### config.mk
export PLATFORM = sky130hd
export DESIGN_NAME = seg7_display_bank
export DESIGN_NICKNAME = d
export VERILOG_FILES = /design/src/rtl/seg7_display_bank.sv
export SDC_FILE = /design/constraint.sdc
export NUM_CORES = 1
export LEC_CHECK = 0
export ABC_AREA = 1
export ABC_CLOCK_PERIOD_IN_PS = 1300
export CAP_MARGIN = 20
export CORE_MARGIN = 2
export CORE_UTILIZATION = 45
export CTS_CLUSTER_DIAMETER = 80
export CTS_CLUSTER_SIZE = 8
export DETAILED_ROUTE_END_ITERATION = 16
export HOLD_SLACK_MARGIN = 0.1
export MAX_ROUTING_LAYER = met4
export PLACE_DENSITY = 0.7
export SLEW_MARGIN = 5
export SYNTH_ARGS = -nofsm -noshare
export SYNTH_HDL_FRONTEND = slang
export SYNTH_SLANG_ARGS = --single-unit
### constraint.sdc
create_clock -name clk -period 1.3 [get_ports clk]
set_clock_uncertainty 0.05 [all_clocks]
set_input_delay 0.13 -clock clk [delete_from_list [all_inputs] [get_ports clk]]
set_output_delay 0.13 -clock clk [all_outputs]
set_load 0.01 [all_outputs]
### src/rtl/seg7_display_bank.sv
// Multi-digit 7-segment bank driver: shadowed digit/dp capture, leading-zero blanking, per-digit blink.
// Optional macro SEG7_HEX_GLYPHS_EN renders codes 10..15 as hex letters instead of a dash.
module seg7_display_bank #(
  parameter int unsigned NUM_DIGITS = 6,
  parameter int unsigned BLINK_DIV  = 25_000_000,
  parameter int unsigned ACTIVE_LOW = 1
) (
  input  logic                      clk,
  input  logic                      reset,
  input  logic                      load,
  input  logic [4*NUM_DIGITS-1:0]   digits_in,
  input  logic [NUM_DIGITS-1:0]     dp_in,
  input  logic                      blank_lz_en,
  input  logic [NUM_DIGITS-1:0]     blink_mask,
  output logic [7*NUM_DIGITS-1:0]   seg_out,
  output logic [NUM_DIGITS-1:0]     dp_out
);

  localparam int unsigned CNT_W   = (BLINK_DIV > 2) ? $clog2(BLINK_DIV) : 1;
  localparam int unsigned SEG_W   = 7 * NUM_DIGITS;
  localparam int unsigned DIG_W   = 4 * NUM_DIGITS;
  localparam logic [CNT_W-1:0] CNT_MAX = CNT_W'(BLINK_DIV - 1);
  localparam logic        POL_INV = (ACTIVE_LOW == 0);
  localparam logic [6:0]  GLYPH_BLANK = 7'h7F;

  logic [DIG_W-1:0]      shadow_digits;
  logic [NUM_DIGITS-1:0] shadow_dp;
  logic [CNT_W-1:0]      blink_cnt;
  logic                  blink_phase;
  logic [SEG_W-1:0]      seg_nxt_c;
  logic [NUM_DIGITS-1:0] dp_nxt_c;

  // Active-low glyph for one code; polarity is applied on the whole word afterwards.
  function automatic logic [6:0] glyph(input logic [3:0] code);
    logic [6:0] g;
    case (code)
      4'd0:    g = 7'h40;
      4'd1:    g = 7'h79;
      4'd2:    g = 7'h24;
      4'd3:    g = 7'h30;
      4'd4:    g = 7'h19;
      4'd5:    g = 7'h12;
      4'd6:    g = 7'h02;
      4'd7:    g = 7'h78;
      4'd8:    g = 7'h00;
      4'd9:    g = 7'h10;
`ifdef SEG7_HEX_GLYPHS_EN
      4'd10:   g = 7'h08;
      4'd11:   g = 7'h03;
      4'd12:   g = 7'h46;
      4'd13:   g = 7'h21;
      4'd14:   g = 7'h06;
      default: g = 7'h0E;
`else
      default: g = 7'h3F;
`endif
    endcase
    return g;
  endfunction

  // Next output word from the shadow, live controls and current blink phase.
  always_comb begin
    logic       nz_seen;
    logic       lz_blank;
    logic       blink_off;
    logic [3:0] code;
    seg_nxt_c = '0;
    dp_nxt_c  = '0;
    nz_seen   = 1'b0;
    lz_blank  = 1'b0;
    blink_off = 1'b0;
    code      = 4'd0;
    for (int i = int'(NUM_DIGITS) - 1; i >= 0; i--) begin
      code      = shadow_digits[4*i +: 4];
      if (code != 4'd0) nz_seen = 1'b1;
      lz_blank  = blank_lz_en && !nz_seen && (i != 0);
      blink_off = blink_phase && blink_mask[i];
      seg_nxt_c[7*i +: 7] = (blink_off || lz_blank) ? GLYPH_BLANK : glyph(code);
      dp_nxt_c[i]         = blink_off ? 1'b1 : ~shadow_dp[i];
    end
    seg_nxt_c = seg_nxt_c ^ {SEG_W{POL_INV}};
    dp_nxt_c  = dp_nxt_c ^ {NUM_DIGITS{POL_INV}};
  end

  // Shadow capture, free-running blink prescaler and registered outputs.
  always_ff @(posedge clk) begin
    if (reset) begin
      shadow_digits <= '0;
      shadow_dp     <= '0;
      blink_cnt     <= '0;
      blink_phase   <= 1'b0;
      seg_out       <= {SEG_W{~POL_INV}};
      dp_out        <= {NUM_DIGITS{~POL_INV}};
    end else begin
      if (load) begin
        shadow_digits <= digits_in;
        shadow_dp     <= dp_in;
      end
      if (blink_cnt == CNT_MAX) begin
        blink_cnt   <= '0;
        blink_phase <= ~blink_phase;
      end else begin
        blink_cnt <= blink_cnt + CNT_W'(1);
      end
      seg_out <= seg_nxt_c;
      dp_out  <= dp_nxt_c;
    end
  end

endmodule
# Word-level counts from Yosys, hierarchy flattened
# Memories as Yosys holds them, arrays and structs flattened. A register that Yosys moved wholly into a read port is not among the register bits.
# Index checks and enable logic that the tools add are counted.
[op_classes]
n_addsub = 1
n_reduce_logical = 38
bitwise = 7
eq_ne = 1
n_mux = 5
[op_table]
columns = ["op", "count"]
rows = [
  ["$add 25x1->25 const B", 1],
  ["$eq 25x25->1 const B", 1],
  ["$reduce_or 2->1", 12],
  ["$reduce_bool 4->1", 5],
  ["$logic_and 1x1->1", 11],
  ["$not 1->1", 7],
  ["$logic_not 1->1", 5],
  ["$logic_or 1x1->1", 5],
  ["$mux 1", 5],
]
[word_totals]
mem_count = 6
inputBits = 40
register_bits = 62
elab_cells = 68
out_inout_bits = 48
romBits = 672
[memory_table]
columns = ["name", "depth", "word_bits", "rd", "rd_ports_with_merged_regs", "wr", "line_no", "rtl"]
rows = [
  ["(name not given)", 16, 7, 1, 1, 0, "36", "case (code)"],
  ["(name not given)", 16, 7, 1, 1, 0, "36", ""],
  ["(name not given)", 16, 7, 1, 1, 0, "36", ""],
  ["(name not given)", 16, 7, 1, 1, 0, "36", ""],
  ["(name not given)", 16, 7, 1, 1, 0, "36", ""],
  ["(name not given)", 16, 7, 1, 1, 0, "36", ""],
]

# Longest topological paths before layout
# Gate-level depths: netlist of the first run.
[logic_depth]
ltp_word = 10
mapped_depth = 9
depth_no_buf = 9

# Least setup slack after synthesis of the first run
# No wires, ideal clock.
[synth_path]
path_kind = "register -> register"
start = "register blink_cnt[0]"
end = "register blink_cnt[18]"
t_arrival_ps = 1261
n_path_buf = 1
path_stages_with_launch = 8
required_time_ps = 1128
slack_ps = -133
synth_period_minus_slack_ps = 1433
setup_time_ps = 122
cell_sequence = "dfxtp_1 > ha_1 > nand3_4 > nor3_4 > nand3_2 > nand2_4 > buf_6 > a21oi_1"
[synth_between]
elab_chain_len = 2
word_cells_on_any_way = 3
cone_classes = "add/sub: 1; eq/ne: 1; reduce/logical: 1"
[synth_lines]
columns = ["item", "line_no", "rtl"]
rows = [
  ["start, declared", "28", "logic [CNT_W-1:0] blink_cnt;"],
  ["start signal, assigned", "103", "blink_cnt <= blink_cnt + CNT_W'(1);"],
  ["branches (longest 2 deep; another with $add 25x1->25)", "-", ""],
]
# Parallel ways; which one is timed is not known.
# A chain may end at the register's enable or synchronous reset.

# Worst setup path after layout of the first run
[layout_path]
start = "register shadow_digits[20]"
end = "register seg_out[8]"
[layout_between]
elab_chain_len = 10
[layout_lines]
columns = ["item", "line_no", "rtl"]
rows = [
  ["start, declared", "26", "logic [DIG_W-1:0] shadow_digits;"],
  ["start signal, assigned", "96", "shadow_digits <= digits_in;"],
  ["$reduce_bool 4->1", "75", "if (code != 4'd0) nz_seen = 1'b1;"],
  ["$mux 1 (5 in a row)", "75", ""],
  ["$logic_not 1->1", "76", "lz_blank = blank_lz_en && !nz_seen && (i != 0);"],
  ["$logic_and 1x1->1", "76", ""],
  ["$logic_or 1x1->1", "78", "seg_nxt_c[7*i +: 7] = (blink_off || lz_blank) ? GLYPH_BLANK : glyph(code);"],
  ["$reduce_or 2->1 (no line)", "-", ""],
  ["end, declared", "15", "output logic [7*NUM_DIGITS-1:0] seg_out,"],
]
# Every way passes these cells.

==> results of run 1 <==
[through the flow]
stage / hold slack (ns) / util / instance area, um2 / setup slack (ns)
6_report: 0.282 / 0.683 / 6710 / -0.0538
5_1_grt: 0.290 / 0.683 / 6710 / -0.129
4_1_cts: 0.276 / 0.661 / 6490 / -0.0787
3_5_place_dp: 0.326 / 0.637 / 6250 / -0.227
3_3_place_gp: 0.326 / 0.637 / 6250 / -0.203
2_1_floorplan: 0.180 / - / 4610 / -0.0174
[synth_stat cells]
master,instances,area (um2)
nor2_2,17,106
nand3_1,35,175
nand2_4,1,11.3
inv_2,2,7.51
dfxtp_1,104,2080
o21a_1,2,15.0
or2_2,9,56.3
xor2_1,5,43.8
or2_0,1,6.26
buf_6,1,11.3
a22oi_1,1,7.51
o21bai_1,3,22.5
nor3_4,1,16.3
nor2_4,4,45.0
buf_1,1,3.75
o211ai_1,8,60.1
xnor2_1,6,52.6
nor3b_1,1,7.51
nand3_2,3,30.0
clkbuf_1,8,30.0
nand3b_1,2,15.0
nor2_1,56,210
a21oi_1,47,235
clkinv_1,1,3.75
nand4_1,6,37.5
nand3_4,1,17.5
inv_1,52,195
buf_12,1,20.0
ha_1,26,325
nand2_2,6,37.5
a31oi_1,2,12.5
nand2_1,109,409
o21ai_0,50,250
[power by group through the flow]
| stage | registers (W) | logic (W) | clock network (W) |
|---|---|---|---|
| after floorplan | 0.00365 | 0.000464 | 0 |
| after global placement | 0.00357 | 0.00123 | 0 |
| after detailed placement | 0.00358 | 0.00126 | 0 |
| after CTS | 0.00350 | 0.00121 | 0.00197 |
| after global routing | 0.00353 | 0.00141 | 0.00210 |
| final | 0.00351 | 0.00129 | 0.00195 |
[layout by cell type, fill, tap and decap left out, types with 5 or more instances in the layout]
cell	Yosys	routed
nand2_2	6	12
o211ai_1	8	8
a21oi_2	0	7
dlygate4sd2_1	0	48
clkdlybuf4s50_1	0	39
nand3_2	3	8
nand4_1	6	6
buf_4	0	82
o21ai_0	50	44
nor2_4	4	10
nor2_1	56	47
dfxtp_1	104	79
xnor2_1	6	6
clkbuf_8	0	10
dfxtp_2	0	24
nand3_1	35	27
nand2_1	109	102
inv_1	52	43
ha_1	26	19
inv_2	2	11
nor2_2	17	20
buf_6	1	5
xor2_1	5	5
a21oi_1	47	40
or2_4	0	5
[worst paths after layout]
| path | depth (start not counted) | startpoint | end |
|---|---|---|---|
| worst min-delay path | 3 | dp_in[4] | shadow_dp[4] |
| worst max register to register | 7 | shadow_digits[20] | seg_out[8] |
| worst max-delay path | 7 | shadow_digits[20] | seg_out[8] |
| worst min register to register | 1 | shadow_dp[4] | dp_out[4] |
[final cells by class]
type | instances | area (um2)
inverters | 55 | 206
fillers | 827 | 3110
repair buffers | 178 | 1560
multi-input cells | 402 | 2470
clock buffers | 10 | 138
well taps | 133 | 166
clock inverters | 6 | 50.0
flip-flops and latches | 104 | 2120
[flip-flops by register name (all words and copies together), names as in the netlist]
signal,cells
seg_out,42
shadow_dp,6
blink_cnt,25
blink_phase,1
dp_out,6
shadow_digits,24
[logic make-up after synthesis]
group | Yosys count | share of synthesized area
fa+ha+maj | 26 | 0.0713
buf+inv | 66 | 0.0595
xor+xnor | 11 | 0.0211
flops | 104 | 0.457
simple gates | 252 | 0.259
compound gates | 113 | 0.132
[worst reg2reg max path, stage by stage, from the launching register on]
cell,delay [ns]
dfxtp_2,0.34
inv_2,0.08
ha_4,0.15
nand3_4,0.09
nor2_4,0.22
nand4_1,0.14
buf_6,0.16
nand4_1,0.08
[routing by layer]
layer	up-vias	track usage	share of wire
met1	2006	0.251	0.43
met4	0	0.0600	0.016
li1	2212	-	-
met2	96	0.361	0.51
met5	-	-	0
met3	17	0.0449	0.043
[what timing repair did]
item                       in CTS  in global routing
pin swaps                       6                 16
setup buffers                   2                  6
setup endpoints to repair     103                 65
gates resized for setup        83                 57
==> summary.md, run 1 <==
| Metric | Value |
|---|---|
| Status | `finished with violations` |
| Failing checks | `negative setup slack` |
| Pint | `0.00484 W` |
| Final setup violation count | `32` |
| Initial Utilization | `0.464` |
| Clk root buf | `clkbuf_8` |
| Cell mode on critical path | `nand4_1` |
| Post-Syn Nets | `638` |
| Cells along the critical path | `inv_2 > ha_4 > nand3_4 > nor2_4 > nand4_1 > buf_6 > nand4_1` |
| Wire length per cell | `13.1 um` |
| Crit-path slowest cell | `dfxtp_2` |
| Core area | `0.00982 mm2` |
| CP top delay family | `simple AND/OR/NAND/NOR gates` |
| Total gr overflow | `0` |
| First-pass iteration count of the detailed router | `4` |
| Antenna violations before repair | `0` |
| Initial DRC Count | `147` |
| CTS max path bufs | `2` |
| Drt drc | `0` |
| Final Cycle Share | `1.04` |
| Flops & latches, synth | `104` |
| R2r setup slk | `-0.05 ns` |
| Clock Power Share | `0.289` |
| Max Fclk | `739 MHz` |
| Gate power share | `0.191` |
| CTS Sinks | `104` |
| Worst-margin pin slew | `0.374 ns` |
| Gpl congestion | `0.891` |
| Power Density | `1000 mW/mm2` |
| Max-Slew Margin vs Limit | `0.751` |
| Maximum vdd drop | `521 uV` |
| Sw Ratio | `0.282` |
| DR vias/cell | `4.88` |
| First-pass GRT wire length | `18.4 mm` |
| Final WS setup | `-0.0538 ns` |
| Final hold violations | `0` |
| Largest net degree at the start of global routing | `34` |
| Total power | `0.00674 W` |
| Clock period minus worst slack | `1.35 ns` |
| CTS buffer count | `9` |
| Ports | `88` |
| Layout cells sized above 1 | `0.303` |
| Crit start category | `flop` |
| Port Buffers | `87` |
| Synth unique cells | `33` |
| Sw power | `0.00190 W` |
| Clock Latency Late Sink | `0.37 ns` |
| Final cell count without fillers | `888` |
| Mapped cell area | `0.00456 mm2` |
| Post-DRT Antenna Nets | `0` |
| CP arrival | `1.61 ns` |
| Buf/Inv on CP | `2` |
| Total number of vias | `4,331` |
| H-tree depth | `3` |
| Vias in the first global route | `4,115` |
| Leak | `2.77 nW` |
| Worst path max stage delay | `0.34 ns` |
| Die area | `0.0110 mm2` |
| Die height | `105 um` |
| Area growth from synthesis to layout | `47.2%` |
| Crit Path Class | `reg -> reg` |
| CP endpoint kind | `flop` |
| TNS Setup | `-0.960 ns` |
| Worst Hold Class | `in -> reg` |
| Maximum fanout along the worst path | `7` |
| Final Net Count | `816` |
| CP required | `1.56 ns` |
| YS warnings | `0` |
| Max-slew violation count | `0` |
| Gr usage total | `0.211` |
| Sequential cell area fraction in the yosys report | `0.457` |
| Die width | `105 um` |
| Total wire length | `11.6 mm` |
| Clk slew on worst S/H paths | `0.11 ns` |
| Post-synthesis cell count | `572` |
| Dpl cells | `864` |
| CTS tree | `built` |
| Hold-fix buffers, CTS | `0` |
| Final antenna diode count | `0` |
| Flop pwr share | `0.520` |
| Max-Cap Viols | `0` |
| Post-DP HPWL | `8.42 mm` |
| Row count | `36` |
| RSZ-0062 raised after global routing | `yes` |
| Mean post-synth cell area | `7.97 um2` |
Power figures use the tool's default switching activity.
==> inputs of run 2 (changes only) <==
SLEW_MARGIN = 10   (was 5)
==> results of run 2 <==
The final DEF is identical to that of run 1; final timing and power are the same.
